<file path="src/rtl/uart_cmd_parser.sv">
// ASCII command parser between the UART receiver/transmitter and the four display registers.
// Define UART_CMD_READALL_EN to add the "A" read-all command and grow the reply queue to 9 bytes.
module uart_cmd_parser #(
  parameter int TIMEOUT = 5000000,
  parameter int TO_W    = 23
) (
  input  logic       sys_clk,
  input  logic       sys_rst_n,
  input  logic       rx_valid,
  input  logic [7:0] rx_data,
  input  logic       tx_ready,
  output logic       tx_send,
  output logic [7:0] tx_data,
  output logic [7:0] reg0,
  output logic [7:0] reg1,
  output logic [7:0] reg2,
  output logic [7:0] reg3,
  output logic       cmd_err,
  output logic       rx_ovr
);

`ifdef UART_CMD_READALL_EN
  localparam int QD = 9;
`else
  localparam int QD = 3;
`endif

  localparam logic [TO_W-1:0] TO_LIM = TO_W'(TIMEOUT);
  localparam logic [TO_W-1:0] TO_ONE = TO_W'(1);
  localparam logic [7:0] CH_LF = 8'h0A;
  localparam logic [7:0] CH_CR = 8'h0D;

  typedef enum logic [2:0] {
    S_IDLE    = 3'd0,
    S_GET_IDX = 3'd1,
    S_GET_HI  = 3'd2,
    S_GET_LO  = 3'd3,
    S_GET_EOL = 3'd4,
    S_FLUSH   = 3'd5,
    S_RESP    = 3'd6
  } state_t;

  typedef enum logic [1:0] {
    CMD_W = 2'd0,
    CMD_R = 2'd1,
    CMD_A = 2'd2
  } cmd_t;

  // {valid, nibble} decode of an ASCII hex digit
  function automatic logic [4:0] hex_dec(input logic [7:0] b);
    logic [4:0] r;
    if ((b >= 8'h30) && (b <= 8'h39)) begin
      r = {1'b1, b[3:0]};
    end else if (((b >= 8'h41) && (b <= 8'h46)) || ((b >= 8'h61) && (b <= 8'h66))) begin
      r = {1'b1, b[3:0] + 4'd9};
    end else begin
      r = 5'h00;
    end
    return r;
  endfunction

  function automatic logic [7:0] hex_chr(input logic [3:0] n);
    logic [7:0] c;
    if (n < 4'd10) begin
      c = {4'h3, n};
    end else begin
      c = {4'h4, n - 4'd9};
    end
    return c;
  endfunction

  state_t          state_q, state_d;
  cmd_t            cmd_q, cmd_d;
  logic [1:0]      idx_q, idx_d;
  logic [7:0]      wdata_q, wdata_d;
  logic [TO_W-1:0] to_cnt_q, to_cnt_d;
  logic [7:0]      regs_q [4];
  logic [7:0]      regs_d [4];
  logic [7:0]      q_q [QD];
  logic [7:0]      q_d [QD];
  logic [3:0]      q_cnt_q, q_cnt_d;
  logic            tx_send_q, tx_send_d;
  logic [7:0]      tx_data_q, tx_data_d;
  logic            guard_q, guard_d;
  logic            cmd_err_q, cmd_err_d;
  logic            rx_ovr_q, rx_ovr_d;

  logic       rx_eol_s;
  logic       rx_idx_s;
  logic [4:0] rx_hex_s;
  logic       parse_s;

  assign rx_eol_s = (rx_data == CH_CR) || (rx_data == CH_LF);
  assign rx_idx_s = (rx_data >= 8'h30) && (rx_data <= 8'h33);
  assign rx_hex_s = hex_dec(rx_data);
  assign parse_s  = (state_q != S_IDLE) && (state_q != S_RESP);

  // Next-state, reply queue and output computation
  always_comb begin
    state_d   = state_q;
    cmd_d     = cmd_q;
    idx_d     = idx_q;
    wdata_d   = wdata_q;
    regs_d    = regs_q;
    q_d       = q_q;
    q_cnt_d   = q_cnt_q;
    tx_data_d = tx_data_q;
    guard_d   = tx_send_q;
    cmd_err_d = 1'b0;
    rx_ovr_d  = rx_ovr_q;

    if (parse_s && !rx_valid) begin
      to_cnt_d = to_cnt_q + TO_ONE;
    end else begin
      to_cnt_d = {TO_W{1'b0}};
    end

    // Skip the send cycle and the one after it so a late busy from the transmitter is honoured
    if (tx_ready && (q_cnt_q != 4'd0) && !tx_send_q && !guard_q) begin
      tx_send_d = 1'b1;
      tx_data_d = q_q[0];
      for (int i = 0; i < QD - 1; i++) begin
        q_d[i] = q_q[i + 1];
      end
      q_d[QD - 1] = 8'h00;
      q_cnt_d     = q_cnt_q - 4'd1;
    end else begin
      tx_send_d = 1'b0;
    end

    if (parse_s && !rx_valid && (to_cnt_q == TO_LIM)) begin
      state_d = S_IDLE;
    end else begin
      state_d = state_q;
    end

    case (state_q)
      S_IDLE: begin
        if (rx_valid && !rx_eol_s) begin
          if (rx_data == 8'h57) begin
            cmd_d   = CMD_W;
            state_d = S_GET_IDX;
          end else if (rx_data == 8'h52) begin
            cmd_d   = CMD_R;
            state_d = S_GET_IDX;
`ifdef UART_CMD_READALL_EN
          end else if (rx_data == 8'h41) begin
            cmd_d   = CMD_A;
            state_d = S_GET_EOL;
`endif
          end else begin
            state_d = S_FLUSH;
          end
        end else begin
          state_d = S_IDLE;
        end
      end
      S_GET_IDX: begin
        if (rx_valid) begin
          if (rx_idx_s) begin
            idx_d   = rx_data[1:0];
            state_d = (cmd_q == CMD_W) ? S_GET_HI : S_GET_EOL;
          end else begin
            state_d = S_FLUSH;
          end
        end else begin
          idx_d = idx_q;
        end
      end
      S_GET_HI, S_GET_LO: begin
        if (rx_valid) begin
          if (rx_hex_s[4] && (state_q == S_GET_HI)) begin
            wdata_d = {rx_hex_s[3:0], wdata_q[3:0]};
            state_d = S_GET_LO;
          end else if (rx_hex_s[4]) begin
            wdata_d = {wdata_q[7:4], rx_hex_s[3:0]};
            state_d = S_GET_EOL;
          end else begin
            state_d = S_FLUSH;
          end
        end else begin
          wdata_d = wdata_q;
        end
      end
      S_GET_EOL: begin
        if (rx_valid && rx_eol_s) begin
          state_d = S_RESP;
          case (cmd_q)
            CMD_W: begin
              regs_d[idx_q] = wdata_q;
              q_d[0]        = 8'h4B;
              q_d[1]        = CH_LF;
              q_cnt_d       = 4'd2;
            end
            CMD_R: begin
              q_d[0]  = hex_chr(regs_q[idx_q][7:4]);
              q_d[1]  = hex_chr(regs_q[idx_q][3:0]);
              q_d[2]  = CH_LF;
              q_cnt_d = 4'd3;
            end
`ifdef UART_CMD_READALL_EN
            CMD_A: begin
              q_d[0]  = hex_chr(regs_q[3][7:4]);
              q_d[1]  = hex_chr(regs_q[3][3:0]);
              q_d[2]  = hex_chr(regs_q[2][7:4]);
              q_d[3]  = hex_chr(regs_q[2][3:0]);
              q_d[4]  = hex_chr(regs_q[1][7:4]);
              q_d[5]  = hex_chr(regs_q[1][3:0]);
              q_d[6]  = hex_chr(regs_q[0][7:4]);
              q_d[7]  = hex_chr(regs_q[0][3:0]);
              q_d[8]  = CH_LF;
              q_cnt_d = 4'd9;
            end
`endif
            default: begin
              state_d = S_IDLE;
            end
          endcase
        end else if (rx_valid) begin
          state_d = S_FLUSH;
        end else begin
          cmd_d = cmd_q;
        end
      end
      S_FLUSH: begin
        if (rx_valid && rx_eol_s) begin
          q_d[0]    = 8'h45;
          q_d[1]    = CH_LF;
          q_cnt_d   = 4'd2;
          cmd_err_d = 1'b1;
          state_d   = S_RESP;
        end else begin
          cmd_err_d = 1'b0;
        end
      end
      S_RESP: begin
        if (rx_valid) begin
          rx_ovr_d = 1'b1;
        end else begin
          rx_ovr_d = rx_ovr_q;
        end
        if (q_cnt_q == 4'd0) begin
          state_d = S_IDLE;
        end else begin
          state_d = S_RESP;
        end
      end
      default: begin
        state_d = S_IDLE;
      end
    endcase
  end

  // State and output registers
  always_ff @(posedge sys_clk or negedge sys_rst_n) begin
    if (!sys_rst_n) begin
      state_q   <= S_IDLE;
      cmd_q     <= CMD_W;
      idx_q     <= 2'd0;
      wdata_q   <= 8'h00;
      to_cnt_q  <= {TO_W{1'b0}};
      for (int i = 0; i < 4; i++) begin
        regs_q[i] <= 8'h00;
      end
      for (int i = 0; i < QD; i++) begin
        q_q[i] <= 8'h00;
      end
      q_cnt_q   <= 4'd0;
      tx_send_q <= 1'b0;
      tx_data_q <= 8'h00;
      guard_q   <= 1'b0;
      cmd_err_q <= 1'b0;
      rx_ovr_q  <= 1'b0;
    end else begin
      state_q   <= state_d;
      cmd_q     <= cmd_d;
      idx_q     <= idx_d;
      wdata_q   <= wdata_d;
      to_cnt_q  <= to_cnt_d;
      regs_q    <= regs_d;
      q_q       <= q_d;
      q_cnt_q   <= q_cnt_d;
      tx_send_q <= tx_send_d;
      tx_data_q <= tx_data_d;
      guard_q   <= guard_d;
      cmd_err_q <= cmd_err_d;
      rx_ovr_q  <= rx_ovr_d;
    end
  end

  assign tx_send = tx_send_q;
  assign tx_data = tx_data_q;
  assign reg0    = regs_q[0];
  assign reg1    = regs_q[1];
  assign reg2    = regs_q[2];
  assign reg3    = regs_q[3];
  assign cmd_err = cmd_err_q;
  assign rx_ovr  = rx_ovr_q;

endmodule

</file>
<file path="config.mk">
export PLATFORM = sky130hd
export DESIGN_NAME = uart_cmd_parser
export DESIGN_NICKNAME = d
export VERILOG_FILES = /design/src/rtl/uart_cmd_parser.sv
export SDC_FILE = /design/constraint.sdc
export NUM_CORES = 1
export LEC_CHECK = 0
export CAP_MARGIN = 20
export CORE_ASPECT_RATIO = 0.75
export CORE_UTILIZATION = 52
export CTS_CLUSTER_DIAMETER = 80
export DETAILED_ROUTE_END_ITERATION = 10
export HOLD_SLACK_MARGIN = 0.1
export PLACE_DENSITY = 0.84
export SLEW_MARGIN = 20
export SYNTH_ARGS = -nofsm -noshare
export SYNTH_HDL_FRONTEND = slang
export SYNTH_SLANG_ARGS = --single-unit
</file>
<file path="constraint.sdc">
create_clock -name sys_clk -period 2.1 [get_ports sys_clk]
set_input_delay 0.315 -clock sys_clk [delete_from_list [all_inputs] [get_ports sys_clk]]
set_output_delay 0.315 -clock sys_clk [all_outputs]
set_load 0.02 [all_outputs]
</file>
==> metrics.md <==
| Metric | Value |
|---|---|
| Status | `finished clean` |
| Sequential share of power | `0.477` |
| Final TNS setup | `0 ps` |
| Fin Clk Skew | `around 8.3 ps` |
| IO buf count | `54` |
| Die area | `between 10000 and 15000 sq um` |
| Vias in the first global route | `approximately 4200` |
| Post-DP HPWL | `around 9400 um` |
| First-pass GRT wire length | `21500 um` |
| Gr usage total | `0.257` |
| Clock latency at the later pin of the worst-skew pair | `roughly 350 ps` |
| Most frequent cells in the layout | `dfrtp_1, nand2_1, clkdlybuf4s50_1` |
| Unrepaired setup endpoints after global routing | `false` |
| Setup repair bufs after CTS | `0` |
| Synthesized instance count | `between 500 and 600` |
| Clock Pin Slew Worst Setup and Hold Paths | `70 ps` |
| Worst setup margin | `between 20 and 25 ps` |
| Synthesized area | `5440 sq um` |
| Remaining routing DRC violations | `0` |
| Dpl ws | `-675 ps` |
| Commonest non-fill, non-tap cell in the layout | `dfrtp_1` |
| Worst min-delay path class | `register to register` |
| Share of synthesized cell area in and, or, nand and nor gates | `0.176` |
| Sequential area share after synthesis | `0.501` |
| Antenna Violating Nets Remaining | `0` |
| CTS tree | `done` |
| PD cells | `roughly 700 nW/um^2` |
| I/O pins | `55` |
| Grt total ovfl | `0` |
| VDD IR-drop max | `0.416 mV` |
| Pin count of the biggest net entering global routing | `43` |
| Initial Util | `0.550` |
| Fin util | `0.684` |
| DIE WIDTH | `about 120 um` |
| Final nets | `between 600 and 700` |
| Detailed Route Iter0 Violations | `379` |
| Sw Ratio | `0.289` |
| Post-synth EDFFs | `0` |
| Post-Synth Adder-Cell Area | `0.0230` |
| WS Path Type | `input pin to register` |
| CTS H-tree lvls | `3` |
| Slew HR | `0.605` |
| Comb pwr share | `0.194` |
| Core ar. | `approximately 9900 sq um` |
| Routed via count | `4278` |
| Clock power frac | `0.329` |
| Mux share of post-synthesis cell area | `0.135` |
| Average cell area after synthesis | `approximately 11 sq um` |
| Cell internal pwr | `approximately 3.4 mW` |
| FMAX | `between 400 and 500 MHz` |
| Xor/xnor share of the synthesized area | `0.0402` |
| Final hold violations | `0` |
| Hold depth | `0` |
| # diodes | `0` |
| Post-synth top flop | `dfrtp_1` |
| Worst Reg-to-Reg Cells | `5` |
| Max_cap viols | `0` |
| Combinational family with the most area after synthesis | `simple AND/OR/NAND/NOR gates` |
| Initial antenna violation count | `0` |
| Final wirelength | `roughly 13000 um` |
| Synth Register Bits | `approximately 110` |
| Sw Pwr | `roughly 1.4 mW` |
| Complex-gate fraction of the synthesized area | `0.0849` |
| Clk root buf | `clkbuf_16` |
| WL/cell | `around 18 um` |
| Yosys Warn Count | `0` |
| # rows | `31` |
| P&R area growth vs syn | `24.4%` |
| RePlAce Congestion | `0.911` |
| Leak | `3.09 nW` |
| Min cycle time layout | `between 2000 and 2500 ps` |
| CP required | `2330 ps` |
| Num Clock Sinks | `about 110` |
| Power Total | `about 4.8 mW` |
| Die H | `slightly above 90 um` |
| Drt pass-1 iters | `7` |
| Syn_nets | `between 500 and 600` |
| Ys async rst share | `1.00` |
| Setup violations, final | `0` |
| Worst Setup End Kind | `register` |
| Worst EP arrival | `2310 ps` |
| Final Cycle Share | `0.989` |
| Startpoint Class | `input pin` |
| Clock buffer depth | `2` |
| Layout cells sized above 1 | `0.207` |
| Maximum fanout along the worst path | `8` |
| Vias per cell | `between 5 and 6` |
| Synth cell types | `60` |
| Worst-Margin Slew | `between 500 and 600 ps` |
| Max-slew violations | `0` |
| CTS buffer count | `9` |
state kept, by name, summed over array words and instances (netlist names):
name,flops
cmd_err,1
cmd_q,1
guard_q,1
idx_q,2
q_cnt_q,4
q_q,24
reg0,8
reg1,8
reg2,8
reg3,8
rx_ovr,1
state_q,3
to_cnt_q,23
tx_data,8
tx_send,1
wdata_q,8
logic make-up (layout without fill, tap and decap cells):
logic type / after synthesis / in the layout
multiplexers: 53 / 53
AND/OR/NAND/NOR: 186 / 186
flip-flops: 109 / 109
adder cells (fa/ha/maj): 10 / 10
AO/OA/AOI/OAI: 73 / 73
XOR/XNOR: 25 / 25
buffers and inverters: 48 / 139
cell type report:
type | count | area, sq um
fill | 729 | 3130
sequential | 109 | 2730
multi-input combinational | 347 | 2550
timing repair buffer | 102 | 965
clock buffer | 10 | 229
tap | 132 | 165
inverter | 22 | 86.3
clock inverter | 5 | 42.5
per-layer routing:
layer / vias up / global-route usage / routed length (um)
met3: 20 / 0.0682 / 756
met5: - / 0 / 0
met4: 0 / 0.0719 / 161
met2: 167 / 0.410 / 6260
met1: 2135 / 0.345 / 5710
li1: 1956 / - / -
metrics by stage:
step | cells | area, sq um | hold slack, ps
2_1_floorplan | 504 | 5480 | 19.4
3_3_place_gp | 711 | 6460 | 266
3_5_place_dp | 711 | 6460 | 268
4_1_cts | 727 | 6760 | 429
5_1_grt | 727 | 6770 | 440
6_report | 727 | 6770 | 429
synth_stat cells, drive strengths merged, types with 3 or more instances:
| cell | count | share of area |
|---|---|---|
| nor4 | 7 | 0.0092 |
| o2111ai | 3 | 0.0048 |
| o22ai | 6 | 0.0069 |
| and3 | 10 | 0.011 |
| nand3 | 8 | 0.0097 |
| nor3 | 9 | 0.0083 |
| buf | 10 | 0.013 |
| nor3b | 3 | 0.0041 |
| mux4 | 8 | 0.033 |
| ha | 10 | 0.023 |
| or4b | 3 | 0.0062 |
| nor4bb | 3 | 0.0055 |
| nor4b | 3 | 0.0048 |
| mux2i | 11 | 0.020 |
| nand2 | 72 | 0.050 |
| inv | 22 | 0.015 |
| dfrtp | 109 | 0.50 |
| xnor2 | 19 | 0.031 |
| nand4 | 9 | 0.010 |
| a21oi | 16 | 0.015 |
| mux2 | 34 | 0.082 |
| clkbuf | 16 | 0.011 |
| a211oi | 4 | 0.0064 |
| and4 | 4 | 0.0064 |
| a31o | 3 | 0.0048 |
| or3 | 4 | 0.0046 |
| o21ai | 25 | 0.023 |
| nor2 | 38 | 0.026 |
| xor2 | 6 | 0.0097 |
final timing paths:
| kind | start | end | slack, ps |
|---|---|---|---|
| worst max-delay path | rx_data[1] | reg1[4] | 20 |
| worst min-delay path | tx_send | guard_q | 430 |
| worst max register to register | idx_q[1] | q_q[18] | 60 |
| worst min register to register | tx_send | guard_q | 430 |
| max in group asynchronous | sys_rst_n | q_q[12] | 1050 |
| min in group asynchronous | sys_rst_n | reg1[6] | 440 |
power groups by stage:
| stage | logic (mW) | registers (mW) | clock network (mW) |
|---|---|---|---|
| floorplan | 0.517 | 2.33 | 0 |
| global placement | 0.881 | 2.32 | 0 |
| detailed placement | 0.914 | 2.32 | 0 |
| CTS | 0.925 | 2.29 | 1.61 |
| global route | 1.02 | 2.30 | 1.70 |
| finish | 0.930 | 2.29 | 1.58 |
critical path: stages:
cell	delay [ps]
clkdlybuf4s15_1	270
inv_2	140
ha_4	150
mux2_4	140
and3_4	190
nand3_4	100
or4b_4	660
mux2_4	340
what timing repair did:
action                                  CTS  global route
hold buffers                              1             0
resized for setup                        14             4
endpoints found under the setup margin   48            24
pin swaps                                 3             1
hold endpoints to repair                 29             0
(Power assumes the default switching activity.)
